**src/rtl/serial_adder.sv**
```systemverilog
// serial_adder: digit-serial adder. Adds a + b + cin over WIDTH/DIGIT cycles,
// DIGIT bits at a time through a registered carry, with valid/ready on both
// sides. Reports sum, unsigned carry-out and two's-complement overflow.
module serial_adder #(
  parameter int WIDTH = 8,
  parameter int DIGIT = 1
) (
  input  logic             clk,
  input  logic             rst_n,
  input  logic             in_valid,
  output logic             in_ready,
  input  logic [WIDTH-1:0] a,
  input  logic [WIDTH-1:0] b,
  input  logic             cin,
  output logic             out_valid,
  input  logic             out_ready,
  output logic [WIDTH-1:0] s,
  output logic             co,
  output logic             ovf
);

  localparam int NDIG = WIDTH / DIGIT;
  localparam int CW   = (NDIG > 1) ? $clog2(NDIG) : 1;
  localparam logic [CW-1:0] LAST = CW'(NDIG - 1);

  if (WIDTH < 1 || DIGIT < 1 || DIGIT > WIDTH || (WIDTH % DIGIT) != 0) begin : g_bad_cfg
    $error("serial_adder: need 1 <= DIGIT <= WIDTH and WIDTH %% DIGIT == 0");
  end

  typedef enum logic [1:0] {IDLE, RUN, DONE} state_t;

  state_t                 state, state_nxt;
  logic [WIDTH-1:0]       a_sh, b_sh, sum_sh;
  logic                   carry, a_msb, b_msb;
  logic [CW-1:0]          cnt;
  logic [DIGIT:0]         dsum;
  logic [WIDTH+DIGIT-1:0] sum_cat;
  logic [WIDTH-1:0]       sum_nxt;
  logic                   accept, last;

  assign accept = (state == IDLE) && in_valid;
  assign last   = (state == RUN) && (cnt == LAST);

  // One digit of the addition; the new digit enters the sum register from the top
  always_comb begin
    dsum    = {1'b0, a_sh[DIGIT-1:0]} + {1'b0, b_sh[DIGIT-1:0]} + {{DIGIT{1'b0}}, carry};
    sum_cat = {dsum[DIGIT-1:0], sum_sh};
    sum_nxt = sum_cat[WIDTH+DIGIT-1:DIGIT];
  end

  // State register
  always_ff @(posedge clk) begin
    if (!rst_n) state <= IDLE;
    else        state <= state_nxt;
  end

  // Next-state decode
  always_comb begin
    state_nxt = state;
    case (state)
      IDLE:    if (in_valid)  state_nxt = RUN;
      RUN:     if (last)      state_nxt = DONE;
      DONE:    if (out_ready) state_nxt = IDLE;
      default:                state_nxt = IDLE;
    endcase
  end

  // Input handshake is decoded from the state register only
  always_comb begin
    in_ready = (state == IDLE);
  end

  // Operand/sum shift registers, carry chain and registered result outputs
  always_ff @(posedge clk) begin
    if (!rst_n) begin
      a_sh      <= '0;
      b_sh      <= '0;
      sum_sh    <= '0;
      carry     <= 1'b0;
      a_msb     <= 1'b0;
      b_msb     <= 1'b0;
      cnt       <= '0;
      s         <= '0;
      co        <= 1'b0;
      ovf       <= 1'b0;
      out_valid <= 1'b0;
    end else if (accept) begin
      a_sh   <= a;
      b_sh   <= b;
      sum_sh <= '0;
      carry  <= cin;
      a_msb  <= a[WIDTH-1];
      b_msb  <= b[WIDTH-1];
      cnt    <= '0;
    end else if (state == RUN) begin
      a_sh   <= a_sh >> DIGIT;
      b_sh   <= b_sh >> DIGIT;
      sum_sh <= sum_nxt;
      carry  <= dsum[DIGIT];
      cnt    <= cnt + CW'(1);
      if (last) begin
        // Overflow only possible when both operands share a sign
        s         <= sum_nxt;
        co        <= dsum[DIGIT];
        ovf       <= (a_msb == b_msb) && (sum_nxt[WIDTH-1] != a_msb);
        out_valid <= 1'b1;
      end
    end else if (state == DONE && out_ready) begin
      out_valid <= 1'b0;
    end
  end

endmodule
```
**config.mk**
```make
export PLATFORM = sky130hd
export DESIGN_NAME = serial_adder
export DESIGN_NICKNAME = d
export VERILOG_FILES = /design/src/rtl/serial_adder.sv
export SDC_FILE = /design/constraint.sdc
export NUM_CORES = 1
export LEC_CHECK = 0
export CAP_MARGIN = 20
export CORE_MARGIN = 2
export CORE_UTILIZATION = 45
export DETAILED_ROUTE_END_ITERATION = 10
export HOLD_SLACK_MARGIN = 0.1
export PLACE_DENSITY = 0.71
export RECOVER_POWER = 50
export SLEW_MARGIN = 20
export SYNTH_ARGS = -nofsm -noshare
export SYNTH_HDL_FRONTEND = slang
export SYNTH_SLANG_ARGS = --single-unit
```
**constraint.sdc**
```tcl
create_clock -name clk -period 1.9 [get_ports clk]
set_input_delay 0.19 -clock clk [delete_from_list [all_inputs] [get_ports clk]]
set_output_delay 0.19 -clock clk [all_outputs]
set_load 0.05 [all_outputs]
```
==> impl_metrics.json, run 1 <==
{
  "critPathSlowestCell": "dlygate4sd3_1",
  "detail_route.iter0.violations": 73,
  "ys_warn_count": 0,
  "layout.nets": 265,
  "grt_pass1_vias": 1314,
  "die_y_um": 66.1,
  "synth-seq-cells": 42,
  "numCtsBuffers": 5,
  "fin_cells": 290,
  "max_stage_delay_ns": 0.86,
  "grt_use_total_pct": 18.1,
  "grt_first_pass_wirelength_um": 5890,
  "dieArea_um2": 4360,
  "r2r_end": "s[6]",
  "htreeDepth": 2,
  "antenna_found_initial": 0,
  "rsz0062_at_grt": "false",
  "r2r-start": "cnt[0]",
  "dp_cells": 282,
  "ant_nets": 0,
  "fin_crit_ns": 1.67,
  "synth_cell_type_count": 33,
  "p_leak_nw": 0.764,
  "floorplan.initialDensity_pct": 47.0,
  "layout_commonest_cell": "nand2_1",
  "slew_viol_final": 0,
  "crit_fanout": 2,
  "drive_gt1_share_pct": 7.02,
  "synthToLayoutAreaGrowth_pct": 25.2,
  "root_buffer": "clkbuf_8",
  "hold_path_depth": 2,
  "first_pass_iters": 4,
  "hold-path-endpoint": "b_sh[4]",
  "cts_hold_buf": 0,
  "finalSetupTns_ns": 0,
  "cts_tree": "yes",
  "path_buf_inv": 1,
  "fin_skew_ns": 0.00441,
  "cts_setup_buffers": 0,
  "die_w_um": 66.1,
  "syn-mean-instance-area_um2": 8.33,
  "end_kind": "output pin",
  "peakVddDrop_mv": 0.361,
  "hold_class": "reg2reg",
  "grt_max_degree": 34,
  "place_congestion": 0.798,
  "worst-r2r-setup-slack_ns": 0.32,
  "clock_path_buffers": 2,
  "wl_um": 3440,
  "max_slew_margin_pct": 63.1,
  "routedWlPerCell_um": 11.8,
  "crit_arrival_ns": 1.48,
  "synthCells": 208,
  "vias_per_cell": 5.16,
  "fmaxAchievable_mhz": 599,
  "crit_family": "buffers and inverters",
  "utilization_pct": 58.8,
  "startpoint_type": "flop",
  "min_from": "b_sh[5]",
  "path_class": "reg2out",
  "mostFrequentLayoutCells": "nand2_1 (55), dfxtp_1 (42), a21oi_1 (32), clkdlybuf4s50_1 (29), a21boi_0 (14)",
  "r2r_cells": 5,
  "outcome": "complete, no violations",
  "cts_sinks": 42,
  "required_ns": 1.71,
  "rows": 22,
  "p_per_area_nw_per_um2": 806,
  "coreArea_um2": 3690,
  "cap_viol_max_count": 0,
  "antenna_cells": 0,
  "synthesis.area_um2": 1730,
  "finalSetupViolCount": 0,
  "ys_seq_area_share_pct": 48.5,
  "grt-ovfl-total": 0,
  "tightest_slew_ns": 0.553,
  "drcViolationCount": 0,
  "clock_latency_ns": 0.30,
  "hpwl_um": 2370,
  "portBuffers": 32,
  "fin_hold_ws_ns": 0.453,
  "ctsResizeCount": 0,
  "ios": 33,
  "nFillCells": 370,
  "min_period_over_period_pct": 87.9,
  "crit_chain": "dlygate4sd3_1",
  "pre_cts_ws_ns": 0.144,
  "hold_viol": 0,
  "via_count": 1497,
  "setup_slack_ns": 0.230,
  "synth_nets": 232,
  "path_clk_slew_ns": 0.07
}
how the worst max path moves through the flow:
stage               startpoint         to  slack, ns  cells after the start
CTS                  out_valid  out_valid       0.25                      1
global route          in_valid    a_sh[7]       0.06                      6
floorplan             state[1]   in_ready       0.58                      2
detailed placement    in_valid     cnt[0]       0.14                      4
global placement      in_valid     cnt[0]       0.15                      4
finish                    s[6]       s[6]       0.23                      1
layer usage:
metal | vias to the layer above | track usage, % | part of all wire, %
met5 | - | 0 | 0
met4 | 0 | 8.42 | 2.2
met3 | 6 | 5.62 | 4.7
met2 | 32 | 28.2 | 45
met1 | 681 | 22.9 | 48
li1 | 778 | - | -
power breakdown:
group | switching (W) | total [W] | internal, W
logic | 0.000111 | 0.000215 | 0.000104
clock network | 0.000290 | 0.000583 | 0.000293
registers | 0.0000293 | 0.000950 | 0.000920
area by class of cell:
cell class,count,area (um^2),area share [%]
Clock buffer,7,86.3,3.98
Clock inverter,1,5.00,0.231
Inverter,2,7.51,0.346
Multi-Input combinational cell,151,813,37.5
Sequential cell,42,841,38.8
Tap cell,48,60.1,2.77
Timing Repair Buffer,39,357,16.4
registers in the layout, indices dropped and copies added (netlist names), 2 cells and up:
| register | count |
|---|---|
| a_sh | 8 |
| sum_sh | 7 |
| cnt | 3 |
| state | 2 |
| s | 8 |
| b_sh | 8 |
synthesized netlist by cell type:
master     instances  area share, %
buf_6              2            1.3
o21a_1             1           0.43
and3b_1            1           0.51
o21ai_2            2            1.0
ha_1               2            1.4
o21ai_1            7            2.0
buf_2              6            1.7
xnor2_1            1           0.51
nand2b_1           1           0.36
nor2_1             6            1.3
or3b_1             1           0.51
nand2_1           55             12
fa_1               1            1.2
nor2b_1            1           0.36
o22ai_1            2           0.72
a21oi_1           32            9.2
nor3b_1            1           0.43
and2b_1            1           0.43
and2_1             1           0.36
or2b_1             1           0.43
inv_1              2           0.43
o221ai_1           3            1.5
a21boi_0          14            6.1
a31oi_1            2           0.72
o221a_2            1           0.65
or3b_2             1           0.51
dfxtp_1           42             49
a2bb2oi_1          1           0.51
nand2_2            1           0.36
clkbuf_1           5            1.1
nand3b_1           2           0.87
o21ai_0            8            2.3
nor3_1             1           0.29
cell families (layout without fill, tap and decap cells):
logic type | Yosys count | in the layout | synth area share, %
AOI/OAI and AO/OA | 73 | 73 | 25.2
xor gates and xnor gates | 1 | 1 | 0.506
adders and majority gates | 3 | 3 | 2.60
buffers and inverters | 15 | 49 | 4.55
DFF | 42 | 42 | 48.5
and+or+nand+nor | 74 | 74 | 18.6
stage by stage:
step,power (W),cell area [um^2]
after global routing,0.00183,2170
after CTS,0.00177,2180
after detailed placement,0.00119,2090
final,0.00175,2170
after floorplan,0.00111,1730
after global placement,0.00119,2090
No activity file was read; power rests on OpenSTA's default activity.
==> run 2: changes to the inputs <==
--- a/config.mk
+++ b/config.mk
@@ -9,6 +9,7 @@
 export CORE_MARGIN = 2
 export CORE_UTILIZATION = 45
 export DETAILED_ROUTE_END_ITERATION = 10
+export GPL_ROUTABILITY_DRIVEN = 0
 export HOLD_SLACK_MARGIN = 0.1
 export PLACE_DENSITY = 0.71
 export RECOVER_POWER = 50
==> constraint.sdc (replaced) <==
create_clock -name clk -period 1.9 [get_ports clk]
set_input_delay 0.475 -clock clk [delete_from_list [all_inputs] [get_ports clk]]
set_output_delay 0.475 -clock clk [all_outputs]
set_load 0.05 [all_outputs]
==> run 2 against run 1 <==
Against the previous run: non-clock buffer count rose by 1; largest cell class unchanged; critical endpoint is now in_ready; final cell count grew 0.34%; register-to-register slack better by 0.10 ns.
==> impl_metrics.json, run 2 (synthesis results as in run 1) <==
{
  "outcome": "complete, no violations",
  "fin_crit_ns": 1.70,
  "slew_viol_final": 0,
  "grt-ovfl-total": 0,
  "grt_pass1_vias": 1307,
  "p_per_area_nw_per_um2": 864,
  "tightest_slew_ns": 0.612,
  "die_y_um": 66.1,
  "max_stage_delay_ns": 0.61,
  "dpl-instance-area_um2": 2100,
  "required_ns": 1.42,
  "worst-r2r-setup-slack_ns": 0.42,
  "pre_cts_ws_ns": 0.0461,
  "hold_viol": 0,
  "r2r_cells": 5,
  "min_period_over_period_pct": 89.2,
  "cts_hold_buf": 0,
  "mostFrequentLayoutCells": "nand2_1 (55), dfxtp_1 (42), a21oi_1 (32), clkdlybuf4s50_1 (19), a21boi_0 (14)",
  "crit_arrival_ns": 1.22,
  "root_buffer": "clkbuf_8",
  "ios": 33,
  "dieArea_um2": 4360,
  "wl_met3_um": 147,
  "numCtsBuffers": 5,
  "grt_use_total_pct": 18.1,
  "critPathSlowestCell": "dfxtp_1",
  "nFillCells": 363,
  "finalSetupTns_ns": 0,
  "fmaxAchievable_mhz": 590,
  "drcViolationCount": 0,
  "cts_setup_buffers": 0,
  "reg_top3": "a_sh (8), b_sh (8), s (8)",
  "dp_cells": 283,
  "ctsResizeCount": 0,
  "coreArea_um2": 3690,
  "first_pass_iters": 4,
  "layout_commonest_cell": "nand2_1",
  "finalSetupViolCount": 0,
  "routedWlPerCell_um": 12.1,
  "utilization_pct": 58.6,
  "hold_path_depth": 2,
  "hpwl_um": 2440,
  "cts_tree": "yes",
  "rsz0062_at_grt": "false",
  "drive_gt1_share_pct": 8.23,
  "detail_route.iter0.violations": 100,
  "hold-path-endpoint": "a_sh[6]",
  "max_slew_margin_pct": 59.4,
  "path_buf_inv": 1,
  "grt_first_pass_wirelength_um": 6000,
  "htreeDepth": 2,
  "vias_per_cell": 5.11,
  "setup_slack_ns": 0.205,
  "crit_fanout": 16,
  "die_w_um": 66.1,
  "antenna_cells": 0,
  "r2r-start": "cnt[0]",
  "rows": 22,
  "wl_met1_um": 1750,
  "antenna_found_initial": 0,
  "via_count": 1488,
  "clock_path_buffers": 2,
  "portBuffers": 32,
  "floorplan.initialDensity_pct": 47.0,
  "hold_class": "reg2reg",
  "ant_nets": 0,
  "end_kind": "output pin",
  "clock_latency_ns": 0.29,
  "top_layer": "met4",
  "peakVddDrop_mv": 0.389,
  "fin_skew_ns": 0.00567,
  "cap_viol_max_count": 0,
  "cts_sinks": 42,
  "r2r_end": "ovf",
  "synthToLayoutAreaGrowth_pct": 24.8,
  "min_from": "a_sh[7]",
  "grt_max_degree": 34,
  "layout.nets": 266,
  "path_clk_slew_ns": 0.08,
  "crit_family": "flip-flops",
  "wl_um": 3510,
  "p_leak_nw": 0.763,
  "path_class": "reg2out",
  "startpoint_type": "flop",
  "crit_chain": "nor2_1, buf_12",
  "fin_cells": 291,
  "stdcell_area_um2": 2160,
  "met2WireLength_um": 1550
}
run 2: cell types whose count changed in the layout (fill, tap and decap cells not counted):
cell             change
bufinv_16            +1
clkbuf_8             -1
buf_12               +2
clkinv_2             -1
dlygate4sd3_1        -1
clkbuf_2             -1
clkbuf_1             +9
clkdlybuf4s50_1     -10
buf_4                +3
run 2: cell type report:
type / instances / area [um^2] / area share [%]
clock buffer: 7 / 76.3 / 3.53
multi-input combinational: 151 / 813 / 37.6
clock inverter: 1 / 30.0 / 1.39
inverter: 2 / 7.51 / 0.347
tap: 48 / 60.1 / 2.78
sequential: 42 / 841 / 38.9
timing repair buffer: 40 / 334 / 15.5
run 2: how the worst max path moves through the flow:
stage | end | from | cells after the start | slack (ns)
detailed placement | cnt[0] | in_valid | 5 | 0.05
floorplan | in_ready | state[1] | 2 | 0.29
global placement | cnt[0] | in_valid | 5 | 0.05
CTS | in_ready | state[1] | 2 | 0.19
finish | in_ready | state[1] | 2 | 0.20
global route | b_sh[7] | in_valid | 6 | 0.08
run 2: routing by layer:
metal,GRT usage [%],vias to the layer above
li1,-,777
met1,23.7,675
met2,28.5,29
met3,5.11,7
met4,6.89,0
met5,0,-
run 2: worst reg2reg max path, cell delays in order (launching register included):
cell and delay [ns]:
dfxtp_1 0.36, ha_1 0.16, ha_1 0.20, and3b_1 0.41, o21ai_0 0.14, a31oi_1 0.14
run 2: through the flow:
step | hold WS, ns | power [W]
CTS | 0.448 | 0.00188
global placement | 0.433 | 0.00120
detailed placement | 0.438 | 0.00121
floorplan | 0.427 | 0.00111
finish | 0.448 | 0.00187
global route | 0.471 | 0.00195
run 2: report_power, final:
part           internal, W  switching (W)
clock network     0.000393       0.000290
logic             0.000119       0.000115
registers         0.000920      0.0000306
